### src/rtl/hilo_ctrl.sv
// HI/LO issue-and-writeback stage for the CPU54 multiply/divide path.
// Launches one MUL/DIV at a time, waits for ready (with a watchdog), and writes the result into HI/LO.
module hilo_ctrl #(
  parameter int TIMEOUT = 64,
  parameter int CNT_W   = 7
) (
  input  logic        clk,
  input  logic        reset,
  input  logic        op_valid,
  input  logic [2:0]  op_code,
  input  logic [31:0] op_rs,
  input  logic [31:0] op_rt,
  input  logic        mf_req,
  input  logic        mf_sel,
  output logic [31:0] mf_data,
  output logic        stall,
  output logic        mul_start,
  output logic        mul_signed,
  output logic [31:0] mul_a,
  output logic [31:0] mul_b,
  input  logic        mul_ready,
  input  logic [63:0] mul_z,
  output logic        div_start,
  output logic        div_signed,
  output logic [31:0] div_a,
  output logic [31:0] div_b,
  input  logic        div_ready,
  input  logic [31:0] div_q,
  input  logic [31:0] div_r,
  output logic [31:0] hi,
  output logic [31:0] lo,
  output logic        busy,
  output logic        timeout_err
);

  typedef enum logic [1:0] {IDLE, MUL_WAIT, DIV_WAIT} state_t;

  localparam logic [2:0] OP_MULT  = 3'b000;
  localparam logic [2:0] OP_MULTU = 3'b001;
  localparam logic [2:0] OP_DIV   = 3'b010;
  localparam logic [2:0] OP_DIVU  = 3'b011;
  localparam logic [2:0] OP_MTHI  = 3'b100;
  localparam logic [2:0] OP_MTLO  = 3'b101;

  state_t           state;
  logic [CNT_W-1:0] cnt;
  logic [CNT_W-1:0] cnt_nxt;

  assign cnt_nxt = cnt + CNT_W'(1);
  assign busy    = (state != IDLE);
  assign stall   = busy & (op_valid | mf_req);
  // Read path is straight from the registers, so an mf in the accept cycle sees pre-op values.
  assign mf_data = mf_sel ? hi : lo;

  always_ff @(posedge clk or negedge reset) begin
    if (!reset) begin
      state       <= IDLE;
      cnt         <= '0;
      hi          <= '0;
      lo          <= '0;
      mul_a       <= '0;
      mul_b       <= '0;
      div_a       <= '0;
      div_b       <= '0;
      mul_start   <= 1'b0;
      mul_signed  <= 1'b0;
      div_start   <= 1'b0;
      div_signed  <= 1'b0;
      timeout_err <= 1'b0;
    end else begin
      mul_start <= 1'b0;
      div_start <= 1'b0;
      case (state)
        IDLE: begin
          if (op_valid) begin
            case (op_code)
              OP_MULT, OP_MULTU: begin
                mul_a      <= op_rs;
                mul_b      <= op_rt;
                mul_signed <= (op_code == OP_MULT);
                mul_start  <= 1'b1;
                cnt        <= '0;
                state      <= MUL_WAIT;
              end
              OP_DIV, OP_DIVU: begin
                // Divide by zero is dropped here: no start, HI/LO keep their values.
                if (op_rt != 32'd0) begin
                  div_a      <= op_rs;
                  div_b      <= op_rt;
                  div_signed <= (op_code == OP_DIV);
                  div_start  <= 1'b1;
                  cnt        <= '0;
                  state      <= DIV_WAIT;
                end
              end
              OP_MTHI: hi <= op_rs;
              OP_MTLO: lo <= op_rs;
              default: ;
            endcase
          end
        end
        MUL_WAIT: begin
          if (mul_ready) begin
            hi    <= mul_z[63:32];
            lo    <= mul_z[31:0];
            state <= IDLE;
          end else if (cnt_nxt == CNT_W'(TIMEOUT)) begin
            timeout_err <= 1'b1;
            state       <= IDLE;
          end else begin
            cnt <= cnt_nxt;
          end
        end
        DIV_WAIT: begin
          if (div_ready) begin
            hi    <= div_r;
            lo    <= div_q;
            state <= IDLE;
          end else if (cnt_nxt == CNT_W'(TIMEOUT)) begin
            timeout_err <= 1'b1;
            state       <= IDLE;
          end else begin
            cnt <= cnt_nxt;
          end
        end
        default: state <= IDLE;
      endcase
    end
  end

endmodule
### config.mk
export PLATFORM = sky130hd
export DESIGN_NAME = hilo_ctrl
export DESIGN_NICKNAME = d
export VERILOG_FILES = /design/src/rtl/hilo_ctrl.sv
export SDC_FILE = /design/constraint.sdc
export NUM_CORES = 1
export LEC_CHECK = 0
export BUFFER_PORTS_ARGS = -buffer_cell sky130_fd_sc_hd__buf_2
export CELL_PAD_IN_SITES_DETAIL_PLACEMENT = 1
export CELL_PAD_IN_SITES_GLOBAL_PLACEMENT = 2
export CORE_MARGIN = 2
export CORE_UTILIZATION = 31
export CTS_BUF_LIST = sky130_fd_sc_hd__clkbuf_2
export CTS_CLUSTER_DIAMETER = 50
export DETAILED_ROUTE_END_ITERATION = 10
export PLACE_DENSITY = 0.9
export SLEW_MARGIN = 20
export SYNTH_ARGS = -nofsm -noshare
export SYNTH_HDL_FRONTEND = slang
export SYNTH_SLANG_ARGS = --single-unit
### constraint.sdc
create_clock -name clk -period 2.9 [get_ports clk]
set_input_delay 0 -clock clk [delete_from_list [all_inputs] [get_ports clk]]
set_output_delay 0 -clock clk [all_outputs]
set_load 0.005 [all_outputs]
==> run_results.csv <==
group,metric,value,unit
layout,num-nets-final,1831,
pwr,power_frac_seq,35.1,%
cts,post_cts_buffers,0,
sta,finalCritPeriodShare,92.9,%
sta,rsz0062_at_grt,"no",
route,post_drt_wl_per_cell,22.1,µm
floorplan,ios,433,
setup_path,crit_type,"flop to flop",
pwr,leakagePower,7.61,nW
pwr,pwr-share-clk,15.0,%
route,via_per_inst,5.05,
cts,clock_latency,0.85,ns
flow_run,max-cap-violations,0,
pwr,fin_total_pwr,15.3,mW
sta,fmax,371,MHz
yosys,syn_nets,1080,
setup_path,crit_fanout,45,
global_routing,grt_overflow,0,
cts,cts_buffers,58,
yosys,synthCells,873,
yosys,yosys.area.top_type,"dfrtp_1",
sta,worstMarginPinSlew,0.951,ns
cts,cts-root-buf,"clkbuf_2",
setup_path,endpoint_kind,"flop",
yosys,yosys_warnings,0,
floorplan,initial_core_util,31.4,%
setup_path,cp-start-kind,"flop",
floorplan,core_area,30500,µm²
yosys,synth_ff_type,"dfrtp_1",
cts,cts.sinks,206,
yosys,ys_ff_latch,206,
cts,path_clk_slew,0.11,ns
sta,hold_violations,0,
route,drtIter0Drc,524,
sta,fin_crit,2.69,ns
worst_hold_path,hp-class,"input port to flop",
global_routing,grt.total_usage,27.9,%
route,drtPass1Iterations,4,
yosys,ys_async_sr_fraction,100,%
yosys,netlist_area,9580,µm²
sta,whs,0.174,ns
yosys,yosys-top-cells-area,"dfrtp_1, mux2_2, nand2_1, a22oi_1, a21oi_1",
layout,fill_cells,3481,
cts,clockBufferDepth,3,
sta,slew_headroom,36.6,%
sta,slew_viol_final,0,
route,drt_wl_total,45700,µm
pwr,p_int,9.09,mW
route,via_count,10455,
setup_path,required,3.58,ns
global_routing,grt_pass1_vias,11878,
global_routing,grt_max_degree,84,
floorplan,rows,64,
layout,drive_gt1_share,42.0,%
route,drc,0,
yosys,ys_seq_area_share,53.8,%
run_status,status,"finished, final reports clean",
sta,setup_viol,0,
sta,fin_ws,0.205,ns
yosys,synth_top_cells_by_count,"dfrtp_1, nand2_1, mux2_2",
layout,area_growth,65.0,%
pwr,pwr-share-comb,49.8,%
global_routing,antenna_found_initial,5,
yosys,synth_edf_count,0,
floorplan,die_area,32300,µm²
yosys,ys_types,45,
pwr,powerDensity,965,nW/µm²
setup_path,worstPathArrival,3.38,ns
placed_design,io_buffers,432,
global_routing,grt_pass1_wl,70800,µm
route,ant_nets,0,
pwr,ir_drop,0.477,mV
yosys,avgSynthCellArea,11.0,µm²
sta,finClkSkew,0.0918,ns
pwr,p_sw_share,40.4,%
cts,cts_tree,"yes",
placed_design,hpwl,25900,µm
placed_design,dp_slack,0.577,ns
placed_design,gp_congestion,0.840,
floorplan,die_w,180,µm
cts,h-tree-depth,2,
yosys,synth_top_area_share,53.8,%
floorplan,die_y,180,µm
sta,tns,0,ns
pwr,net-switching-power,6.17,mW
stage by stage:
step	area [µm²]	utilization (%)	cells
after global placement	12200	39.9	1657
after global routing	15800	51.8	2068
after detailed placement	12200	39.9	1657
final	15800	51.8	2069
after CTS	15800	51.7	2063
after floorplan	9580	-	873
cell families (layout without fill, tap and decap cells):
| family | after synthesis | count (layout) | share of synthesized area (%) |
|---|---|---|---|
| buf+inv | 67 | 861 | 3.36 |
| simple gates | 279 | 279 | 11.8 |
| mux | 161 | 161 | 19.7 |
| flops | 206 | 206 | 53.8 |
| other cells | 0 | 6 | 0 |
| compound gates | 155 | 155 | 10.7 |
| fa+ha+maj | 5 | 5 | 0.653 |
final timing paths:
| path | start | endpoint | slack [ns] | depth (start not counted) |
|---|---|---|---|---|
| setup / recovery | state[0]$_DFFE_PN0P_ | div_b[24]$_DFFE_PN0P_ | 0.21 | 7 |
| hold / removal | op_rs[8] | lo[8]$_DFFE_PN0P_ | 0.17 | 5 |
| setup reg to reg | state[0]$_DFFE_PN0P_ | div_b[24]$_DFFE_PN0P_ | 0.21 | 7 |
| hold reg to reg | mul_a[27]$_DFFE_PN0P_ | mul_a[27]$_DFFE_PN0P_ | 0.48 | 2 |
| max in group asynchronous | reset | hi[1]$_DFFE_PN0P_ | 2.10 | 4 |
| min in group asynchronous | reset | div_start$_DFF_PN0_ | 0.32 | 4 |
cells in the final DEF, fill, tap and decap left out, types with 3 or more instances in the layout:
cell type	instances
nor4_1	9
nand2_1	204
nor2_1	41
nor2b_1	5
a22oi_1	66
dlygate4sd3_1	302
diode_2	6
inv_1	9
mux2_4	20
a21oi_1	65
nand3_1	4
clkinv_1	11
o21ai_0	6
dfrtp_1	206
clkbuf_2	87
nand4_1	5
clkinv_2	3
buf_2	431
buf_12	6
mux2_1	7
mux2_2	133
buf_4	5
cell type report:
cell class	count	area, µm²	share of cell area (%)
sequential	206	5150	32.6
inverter	10	37.5	0.237
clock buffer	87	435	2.75
timing repair buffer	748	5400	34.2
tap	396	495	3.13
antenna	6	15.0	0.0950
multi-input combinational	600	4150	26.3
clock inverter	16	116	0.736
state kept, by name, indices dropped and copies added, names as in the netlist:
signal / cells
lo: 32
div_b: 32
mul_signed: 1
div_a: 32
hi: 32
div_start: 1
mul_b: 32
state: 2
div_signed: 1
cnt: 7
timeout_err: 1
mul_a: 32
mul_start: 1
power groups by stage:
stage          Combinational (mW)  Clock [mW]  Sequential, mW
6_report                     7.60        2.30            5.36
5_1_grt                      8.22        2.55            5.52
4_1_cts                      7.29        2.35            5.23
3_5_place_dp                 6.55           0            5.27
3_3_place_gp                 6.35           0            5.20
2_1_floorplan                3.33           0            5.21
metal layers:
metal | wire length, µm | share of wire [%] | global-route usage, %
met1 | 16800 | 37 | 30.0
met2 | 23600 | 52 | 50.1
met3 | 2530 | 5.5 | 6.50
met4 | 2730 | 6.0 | 16.1
met5 | 0 | 0 | 0
worst max-delay path, stage by stage (launching register included):
cell and delay [ns]:
dfrtp_1 0.43, inv_1 0.14, ha_4 0.17, nor2b_1 0.40, o2111ai_4 0.20, buf_12 0.25, mux2_1 0.35, dlygate4sd3_1 0.56
what timing repair did:
action                                  in CTS  in global routing
endpoints found under the setup margin       0                  2
endpoints found under the hold margin      412                  0
resized for setup                            0                  2
hold buffers                               303                  0
No activity file was read; power rests on OpenSTA's default activity.
